### src/rtl/mapping_table_report_sequencer_pkg.sv
// Shared constants, table selects and FSM encoding for the mapping-table report sequencer.
package mapping_table_report_sequencer_pkg;

  localparam int DEF_RD_LATENCY = 3;
  localparam int DEF_MAX_RETRY  = 15;

  localparam int TUPLE_DEPTH   = 32;
  localparam int REGROUP_DEPTH = 256;
  localparam int TUPLE_AW      = 5;
  localparam int REGROUP_AW    = 8;
  localparam int IDX_W         = 8;
  localparam int RETRY_W       = 4;
  localparam int WAIT_W        = 4;

  localparam logic [IDX_W-1:0] TUPLE_LAST   = IDX_W'(TUPLE_DEPTH - 1);
  localparam logic [IDX_W-1:0] REGROUP_LAST = IDX_W'(REGROUP_DEPTH - 1);

  localparam int TUPLE_DW   = 152;
  localparam int REGROUP_DW = 57;
  localparam int REPORT_DW  = TUPLE_DW;

  localparam logic TBL_5TUPLE  = 1'b0;
  localparam logic TBL_REGROUP = 1'b1;

  typedef enum logic [2:0] {
    ST_IDLE   = 3'd0,
    ST_ISSUE  = 3'd1,
    ST_WAIT   = 3'd2,
    ST_CHECK  = 3'd3,
    ST_OUTPUT = 3'd4
  } state_t;

  function automatic logic [IDX_W-1:0] last_index(input logic tbl);
    return (tbl == TBL_REGROUP) ? REGROUP_LAST : TUPLE_LAST;
  endfunction

endpackage

### src/rtl/mapping_table_report_sequencer_report_entry_holder.sv
// Output register slice for one report entry; valid drops only on a handshake.
module report_entry_holder
  import mapping_table_report_sequencer_pkg::*;
(
  input  logic                 i_clk,
  input  logic                 i_rst_n,
  input  logic                 i_load,
  input  logic [REPORT_DW-1:0] iv_data,
  input  logic [IDX_W-1:0]     iv_index,
  input  logic                 i_table,
  input  logic                 i_ready,
  output logic                 o_valid,
  output logic [REPORT_DW-1:0] ov_data,
  output logic [IDX_W-1:0]     ov_index,
  output logic                 o_table
);

  logic                 valid_q, valid_d;
  logic [REPORT_DW-1:0] data_q, data_d;
  logic [IDX_W-1:0]     index_q, index_d;
  logic                 table_q, table_d;

  always_comb begin
    valid_d = valid_q;
    data_d  = data_q;
    index_d = index_q;
    table_d = table_q;
    if (i_load) begin
      valid_d = 1'b1;
      data_d  = iv_data;
      index_d = iv_index;
      table_d = i_table;
    end else if (valid_q && i_ready) begin
      valid_d = 1'b0;
    end
  end

  always_ff @(posedge i_clk or negedge i_rst_n) begin
    if (!i_rst_n) begin
      valid_q <= 1'b0;
      data_q  <= '0;
      index_q <= '0;
      table_q <= 1'b0;
    end else begin
      valid_q <= valid_d;
      data_q  <= data_d;
      index_q <= index_d;
      table_q <= table_d;
    end
  end

  assign o_valid  = valid_q;
  assign ov_data  = data_q;
  assign ov_index = index_q;
  assign o_table  = table_q;

endmodule

### src/rtl/mapping_table_report_sequencer.sv
// Walks the 5-tuple or regroup mapping table through the RAM arbiter read port,
// retrying conflicted reads, and streams each entry out over valid/ready.
module mapping_table_report_sequencer
  import mapping_table_report_sequencer_pkg::*;
#(
  parameter int RD_LATENCY = DEF_RD_LATENCY,
  parameter int MAX_RETRY  = DEF_MAX_RETRY
) (
  input  logic                  i_clk,
  input  logic                  i_rst_n,
  input  logic                  i_report_req,
  input  logic                  i_report_table,
  output logic [TUPLE_AW-1:0]   ov_5tuple_ram_raddr,
  output logic                  o_5tuple_ram_rd,
  input  logic [TUPLE_DW-1:0]   iv_5tuple_ram_rdata,
  input  logic                  i_5tupleram_read_write_conflict,
  output logic [REGROUP_AW-1:0] ov_regroup_ram_raddr,
  output logic                  o_regroup_ram_rd,
  input  logic [REGROUP_DW-1:0] iv_regroup_ram_rdata,
  input  logic                  i_regroupram_read_write_conflict,
  output logic [REPORT_DW-1:0]  ov_report_data,
  output logic [IDX_W-1:0]      ov_report_index,
  output logic                  o_report_table,
  output logic                  o_report_valid,
  input  logic                  i_report_ready,
  output logic                  o_report_busy,
  output logic                  o_report_done,
  output logic                  o_report_err
);

  state_t               state_q, state_d;
  logic                 tbl_q, tbl_d;
  logic [IDX_W-1:0]     index_q, index_d;
  logic [RETRY_W-1:0]   retry_q, retry_d;
  logic [WAIT_W-1:0]    wait_q, wait_d;
  logic                 err_q, err_d;

  logic                 conflict;
  logic                 retry_exhausted;
  logic                 is_last;
  logic                 handshake;
  logic                 load;
  logic [REPORT_DW-1:0] load_data;
  logic [WAIT_W-1:0]    wait_dec;

  assign conflict        = (tbl_q == TBL_REGROUP) ? i_regroupram_read_write_conflict
                                                  : i_5tupleram_read_write_conflict;
  assign retry_exhausted = (retry_q == RETRY_W'(MAX_RETRY));
  assign is_last         = (index_q == last_index(tbl_q));
  assign handshake       = o_report_valid && i_report_ready;
  assign wait_dec        = wait_q - WAIT_W'(1);
  assign load_data       = (tbl_q == TBL_REGROUP)
                           ? {{(REPORT_DW-REGROUP_DW){1'b0}}, iv_regroup_ram_rdata}
                           : iv_5tuple_ram_rdata;

  always_ff @(posedge i_clk or negedge i_rst_n) begin
    if (!i_rst_n) begin
      state_q <= ST_IDLE;
      tbl_q   <= TBL_5TUPLE;
      index_q <= '0;
      retry_q <= '0;
      wait_q  <= '0;
      err_q   <= 1'b0;
    end else begin
      state_q <= state_d;
      tbl_q   <= tbl_d;
      index_q <= index_d;
      retry_q <= retry_d;
      wait_q  <= wait_d;
      err_q   <= err_d;
    end
  end

  always_comb begin
    state_d = state_q;
    case (state_q)
      ST_IDLE:   if (i_report_req) state_d = ST_ISSUE;
      ST_ISSUE:  state_d = ST_WAIT;
      ST_WAIT:   if (wait_dec == '0) state_d = ST_CHECK;
      ST_CHECK: begin
        if (!conflict)            state_d = ST_OUTPUT;
        else if (retry_exhausted) state_d = ST_IDLE;
        else                      state_d = ST_ISSUE;
      end
      ST_OUTPUT: if (handshake) state_d = is_last ? ST_IDLE : ST_ISSUE;
      default:   state_d = ST_IDLE;
    endcase
  end

  // Counters and sticky flags; a retry keeps the index so the same entry is re-read.
  always_comb begin
    tbl_d   = tbl_q;
    index_d = index_q;
    retry_d = retry_q;
    wait_d  = wait_q;
    err_d   = err_q;
    case (state_q)
      ST_IDLE: begin
        if (i_report_req) begin
          tbl_d   = i_report_table;
          index_d = '0;
          retry_d = '0;
          err_d   = 1'b0;
        end
      end
      ST_ISSUE: wait_d = WAIT_W'(RD_LATENCY - 1);
      ST_WAIT:  wait_d = wait_dec;
      ST_CHECK: begin
        if (!conflict)            retry_d = '0;
        else if (retry_exhausted) err_d   = 1'b1;
        else                      retry_d = retry_q + RETRY_W'(1);
      end
      ST_OUTPUT: if (handshake && !is_last) index_d = index_q + IDX_W'(1);
      default: ;
    endcase
  end

  always_comb begin
    o_5tuple_ram_rd      = (state_q == ST_ISSUE) && (tbl_q == TBL_5TUPLE);
    o_regroup_ram_rd     = (state_q == ST_ISSUE) && (tbl_q == TBL_REGROUP);
    ov_5tuple_ram_raddr  = o_5tuple_ram_rd  ? index_q[TUPLE_AW-1:0]   : '0;
    ov_regroup_ram_raddr = o_regroup_ram_rd ? index_q[REGROUP_AW-1:0] : '0;
    load                 = (state_q == ST_CHECK) && !conflict;
    o_report_done        = ((state_q == ST_CHECK) && conflict && retry_exhausted) ||
                           ((state_q == ST_OUTPUT) && handshake && is_last);
    o_report_busy        = (state_q != ST_IDLE);
    o_report_err         = err_q;
  end

  report_entry_holder u_holder (
    .i_clk    (i_clk),
    .i_rst_n  (i_rst_n),
    .i_load   (load),
    .iv_data  (load_data),
    .iv_index (index_q),
    .i_table  (tbl_q),
    .i_ready  (i_report_ready),
    .o_valid  (o_report_valid),
    .ov_data  (ov_report_data),
    .ov_index (ov_report_index),
    .o_table  (o_report_table)
  );

endmodule

### config.mk
export PLATFORM = sky130hd
export DESIGN_NAME = mapping_table_report_sequencer
export DESIGN_NICKNAME = d
export VERILOG_FILES = /design/src/rtl/mapping_table_report_sequencer_pkg.sv /design/src/rtl/mapping_table_report_sequencer_report_entry_holder.sv /design/src/rtl/mapping_table_report_sequencer.sv
export SDC_FILE = /design/constraint.sdc
export NUM_CORES = 1
export LEC_CHECK = 0
export ABC_AREA = 1
export BUFFER_PORTS_ARGS = -buffer_cell sky130_fd_sc_hd__buf_2
export CAP_MARGIN = 0
export CORE_AREA = 8 8 146 148
export CTS_BUF_LIST = sky130_fd_sc_hd__clkbuf_2
export CTS_CLUSTER_DIAMETER = 100
export CTS_CLUSTER_SIZE = 30
export DETAILED_ROUTE_END_ITERATION = 16
export DIE_AREA = 0 0 154 156
export GPL_ROUTABILITY_DRIVEN = 0
export PLACE_DENSITY = 0.74
export SYNTH_ARGS = -nofsm -noshare
export SYNTH_HDL_FRONTEND = slang
export SYNTH_SLANG_ARGS = --single-unit
### constraint.sdc
create_clock -name i_clk -period 2 [get_ports i_clk]
set_input_delay 0.2 -clock i_clk [delete_from_list [all_inputs] [get_ports i_clk]]
set_output_delay 0.2 -clock i_clk [all_outputs]
set_load 0.02 [all_outputs]
# == Word level (Yosys, flattened, before mapping) ==
# Cells that the tools add are included.
# op_classes
addsub,3
bitwise,1
muxes,26
reduce_logical,24
n_eq_ne,13
# op_table
operator,count
152-bit 2-to-1 mux,1
8-bit 2-to-1 mux,4
4-bit case mux with 2 select lines,2
8-bit case mux with 2 select lines,1
3-bit case mux with 5 select lines,1
3-bit 2-to-1 mux,4
4-bit 2-to-1 mux,3
"2-bit != test, second input constant",6
1-bit logical AND,9
3-bit AND reduction,3
"8-bit by 1-bit adder with 8-bit output, second input constant",1
8-bit == test,1
1-bit 2-to-1 mux,8
2-bit nonzero test,4
"3-bit by 2-bit == test with 1-bit output, second input constant",2
5-bit 2-to-1 mux,1
"4-bit by 1-bit adder with 4-bit output, second input constant",1
"4-bit == test, second input constant",1
4-bit zero test,1
4-bit AND reduction,1
"4-bit by 1-bit subtractor with 4-bit output, second input constant",1
"3-bit by 1-bit == test with 1-bit output, second input constant",1
"3-bit == test, second input constant",1
3-bit zero test,1
other kinds (7),8
# word_totals
word_cells,77
out_inout_bits,180
reg_bits,183
input_bits,216

# == Depth between registers and ports, before layout ==
# logic_depth
ltp_word,6
mapped_depth,10
mapped_depth_nobuf,8

# == By module ==
# From an unflattened synthesis, not the netlist that was laid out.
# hier_totals
cells_unflattened,1262
hier_area_um2,8928.6
# modules_own_cells
module,area_each_um2,seq_area_each_um2,n_inst,cells_each
report_entry_holder,6125.9,4053.9,1,684
mapping_table_report_sequencer,2802.7,525.5,1,578

# == Worst setup path after synthesis ==
# No wires, ideal clock.
# synth_path
path_kind,register to output
start,reg state_q[2]
end,out ov_regroup_ram_raddr[0]
arrival_ns,1.539
path_slack_ns,0.261
required_ns,1.800
path_buffers,0
stages_incl_launch_ff,6
path_cell_list,dfrtp_1 inv_1 nand3_1 nor2_1 inv_1 nor2_1
# synth_between
elab_chain_cells,3
# synth_lines
item,line_no,text
"start, declared",mapping_table_report_sequencer.sv:31,"state_t state_q, state_d;"
"start signal, assigned",mapping_table_report_sequencer.sv:65,state_q <= state_d;
3-bit by 1-bit == test with 1-bit output,mapping_table_report_sequencer.sv:120,o_regroup_ram_rd = (state_q == ST_ISSUE) && (tbl_q == TBL_REGROUP);
1-bit logical AND,mapping_table_report_sequencer.sv:120,
named net o_regroup_ram_rd,mapping_table_report_sequencer.sv:18,"output logic o_regroup_ram_rd,"
8-bit 2-to-1 mux,mapping_table_report_sequencer.sv:122,ov_regroup_ram_raddr = o_regroup_ram_rd ? index_q[REGROUP_AW-1:0] : '0;
"end, declared",mapping_table_report_sequencer.sv:17,"output logic [REGROUP_AW-1:0] ov_regroup_ram_raddr,"
# The timed path passes the listed nets, and every way through them passes these cells.

# == Final worst setup path ==
# layout_path
start,reg state_q[1]
end,out ov_regroup_ram_raddr[1]
# layout_between
elab_chain_cells,3
# layout_lines
item,line_no
3-bit by 1-bit == test with 1-bit output,mapping_table_report_sequencer.sv:120
1-bit logical AND,mapping_table_report_sequencer.sv:120
8-bit 2-to-1 mux,mapping_table_report_sequencer.sv:122
# Every way passes these cells.

==> results.md <==
- The smallest clock period supported by the final layout is computed as 2210 ps.
- The HPWL after detailed placement is 19,700 um.
- The share of synthesized cell area in and, or, nand and nor gates is 29.7%.
- The final layout contains 1,776 nets.
- 396 I/O pins were placed.
- The tree is rooted in a sky130_fd_sc_hd__clkbuf_2.
- Walking the worst path, the cells encountered are inv_2 -> nand3_4 -> nor2_4 -> inv_6 -> nor2_4 -> buf_6.
- The cell type group with the largest total delay on the critical path is flip-flops.
- The critical path arrival is 2010 ps.
- The floorplan has 51 rows.
- The run finished, with violations left.
- Yosys mapped the design onto 27 distinct sky130hd cell types.
- The final reports fail on negative setup slack.
- The chip width is 154 um.
- The synthesized area per cell is 8.43 um^2.
- The cell that appears most often on the critical path is sky130_fd_sc_hd__nor2_4.
- After synthesis the netlist holds a flip-flop and latch count of 183.
- No sink is reached through more buffers than the 2 on the longest clock path.
- The count of vias placed by the detailed router is 9,575.
- The worst setup path category is flop to output port.
- By area, the combinational part of the netlist is dominated by simple AND/OR/NAND/NOR gates.
- The synthesized netlist devotes 6.31% of its cell area to compound gates.
- Across the run, the number of max-cap violations was 0.
- Entering global routing, the biggest net connects 109 pins.
- The routed via count divided by cell count is 5.29.
- The final hold violation count came to 0.
- The post-synthesis to final-layout area growth is 64.6%.
- The via count of the first global-routing pass was 9,743.
- Buffers placed on the I/O ports in this run total 395.
- In this run the worst hold path is classified as input port to flop.
- In this run the worst path has a maximum fanout of 8.
- The worst setup path is captured at an output port.
- The post-route fraction of the period consumed by the critical path is 110%.
- The power density over the cells is 1380 nW/um^2.
- In the final timing run, aggregate negative setup slack is -2860 ps.
- Leaving out fill and tap cells, the most frequent cell in the layout is sky130_fd_sc_hd__buf_2.
- Once the floorplan was initialized, standard cells occupied 41.6% of the core.
- The violation count after the first detailed-route iteration is 763.
- Setup repair after global routing could not meet its margin everywhere.
- The proportion of synthesized chip area in sequential cells is 57.7%.
- In the post-route analysis, the smallest setup slack over all paths is -206 ps.
- The clock tree synthesis step divided the H-tree into 4 levels.
- The wire length of the first global-routing pass is 52,200 um.
- The number of routed nets with antenna violations is 0.
- The achievable clock frequency is 453 MHz.
- The synthesized net count is 1,162.
- The tree built by TritonCTS fans out to 183 sinks.
- The yosys synthesis warning count is 0.
- The initial antenna violation count is 3.
- The fraction of synthesized cell area in xor and xnor cells is 0.221%.
- The number of slew-limit violations in the final report is 0.
- The analysis attributes to cell leakage a power of 6.91 nW.
- The measured slew at the worst slew-check pin is 756 ps.
- The clock slew seen by the registers of the worst setup and hold paths is 330 ps.
- The routed wire length is 34,100 um.
- The placeable core area is 19,100 um^2.
- Across every metal layer, demand over resource in global routing totals 27.2%.
- VDD sags by at most 0.00102 V.
- Synthesis handed over a netlist of 942 instances.
- The startpoint class of the critical path is a flop.
- The combined buffer and inverter count along the critical path is 3.
- Multiplexer cells account for 0% of the synthesized area.
- Of the total synthesized cell area, the portion taken by full adders, half adders and majority gates is 0.631%.
- In the final routed layout, each cell accounts on average for 18.8 um.
- The aggregate global routing overflow is 0.
- The cell with the largest stage delay on the worst path is sky130_fd_sc_hd__dfrtp_2.
- Measured against its own limit, the worst slew margin works out to 49.6%.
- STA puts the critical path data required time at 1800 ps.
- The area of the die is 24,000 um^2.
- The overall power after layout is 18.1 mW.
- In this design, the stage delay of the slowest critical-path cell is 510 ps.
- The clock tree from TritonCTS is built.
- Leaving out fill and tap cells, the most frequent cells in the layout are 377 x sky130_fd_sc_hd__buf_2, 363 x sky130_fd_sc_hd__nand2_1, 216 x sky130_fd_sc_hd__dlygate4sd3_1.
- The overall die height is 156 um.
- In this run, CTS created clock tree buffers numbering 17.
- Setup violations remaining at the end of the flow were counted as 24.
- After detailed routing, the number of remaining DRC violations is 0.
- In this run the cell area of the synthesized design comes to 7940 um^2.
- Before antenna repair, the detailed router went through 7 iterations.
- The filler cells instantiated in the layout total 1,342.
- The share of cells above drive strength 1 is 32.7%.
- Between clock sinks in the finished design, the worst skew comes to 39.8 ps.
- For the worst-skew pair, the clock arrives at the later sink with an insertion delay of 790 ps.
## worst paths after layout
kind,to,slack (ps),cells past startpoint,from
max,ov_regroup_ram_raddr[1],-210,6,state_q[1]$_DFFE_PN0P_
min,u_holder.ov_data[151]$_DFFE_PN0P_,150,4,iv_5tuple_ram_rdata[151]
max reg2reg,index_q[2]$_DFFE_PN0P_,-70,12,state_q[1]$_DFFE_PN0P_
min reg2reg,u_holder.ov_data[63]$_DFFE_PN0P_,510,2,u_holder.ov_data[63]$_DFFE_PN0P_
max in group asynchronous,u_holder.ov_data[69]$_DFFE_PN0P_,1140,4,i_rst_n
min in group asynchronous,u_holder.ov_data[138]$_DFFE_PN0P_,500,4,i_rst_n
## flip-flops by register name (all words and copies together) (netlist names)
signal / cells
state_q: 3
u_holder.ov_data: 152
wait_q: 4
retry_q: 4
u_holder.o_table: 1
o_report_err: 1
tbl_q: 1
u_holder.o_valid: 1
u_holder.ov_index: 8
index_q: 8
## power by group
part / internal, mW / leakage (nW) / switching [mW]
Sequential: 5.37 / 2.28 / 0.993
Clock: 0.522 / 0.147 / 1.46
Combinational: 3.32 / 4.48 / 6.41
## kinds of logic after synthesis
kind of cell | count (synthesis)
AND/OR/NAND/NOR | 579
flip-flops | 183
buffers and inverters | 89
AO/OA/AOI/OAI | 85
adder cells (fa/ha/maj) | 4
XOR/XNOR | 2
## metrics by stage
stage,cells,util (%),hold slack [ps],instance area (um^2),setup WS (ps)
after global routing,1811,68.5,58.9,13100,-359
after detailed placement,1530,53.0,174,10100,290
final,1811,68.5,150,13100,-206
after floorplan,942,-,-95.6,7940,261
after CTS,1802,67.8,38.6,12900,-279
after global placement,1530,53.0,174,10100,306
## area by class of cell
type                    instances  area (um^2)  share of cell area (%)
repair buffers                655         4690                    35.9
flip-flops and latches        183         4580                    35.1
multi-input cells             670         3100                    23.8
well taps                     238          298                    2.28
clock inverters                14          164                    1.25
inverters                      29          120                   0.920
clock buffers                  18         90.1                   0.690
diodes                          4         10.0                  0.0766
## synth_stat cells
cell	instances	share of area, %
sky130_fd_sc_hd__a21boi_0	1	0.095
sky130_fd_sc_hd__a21oi_1	3	0.19
sky130_fd_sc_hd__a31oi_1	57	4.5
sky130_fd_sc_hd__buf_1	2	0.095
sky130_fd_sc_hd__buf_2	21	1.3
sky130_fd_sc_hd__buf_4	5	0.47
sky130_fd_sc_hd__buf_6	7	0.99
sky130_fd_sc_hd__clkbuf_1	25	1.2
sky130_fd_sc_hd__dfrtp_1	183	58
sky130_fd_sc_hd__ha_1	4	0.63
sky130_fd_sc_hd__inv_1	27	1.3
sky130_fd_sc_hd__inv_2	2	0.095
sky130_fd_sc_hd__nand2_1	367	17
sky130_fd_sc_hd__nand2_2	1	0.079
sky130_fd_sc_hd__nand3_1	116	7.3
sky130_fd_sc_hd__nand3_2	1	0.13
sky130_fd_sc_hd__nand3b_1	1	0.095
sky130_fd_sc_hd__nand4_1	3	0.24
sky130_fd_sc_hd__nor2_1	86	4.1
sky130_fd_sc_hd__nor2_2	1	0.079
sky130_fd_sc_hd__nor2b_1	1	0.079
sky130_fd_sc_hd__nor3_4	1	0.20
sky130_fd_sc_hd__o21ai_0	23	1.5
sky130_fd_sc_hd__o22ai_1	1	0.079
sky130_fd_sc_hd__or2_2	1	0.079
sky130_fd_sc_hd__xnor2_1	1	0.11
sky130_fd_sc_hd__xor2_1	1	0.11
## routing by layer
layer	global-route usage [%]	vias up	share of wire, %
met5	0	-	0
met4	13.5	0	4.4
met3	8.73	124	10
met2	46.8	650	50
met1	30.0	4529	36
li1	-	4272	-
## repair_timing
item / in CTS / in global routing
gates resized for setup: 73 / 18
hold endpoints to repair: 348 / 0
pin swaps: 12 / 10
hold buffers: 217 / 0
cloned: 0 / 1
setup buffers: 23 / 4
setup endpoints to repair: 17 / 29
## tightest hold or removal path, cell delays in order
cell	delay, ps
sky130_fd_sc_hd__dlygate4sd3_1	520
sky130_fd_sc_hd__buf_2	100
sky130_fd_sc_hd__nand3_1	60
sky130_fd_sc_hd__nand2_1	60
Note: power is estimated with default switching activity, not from simulation.
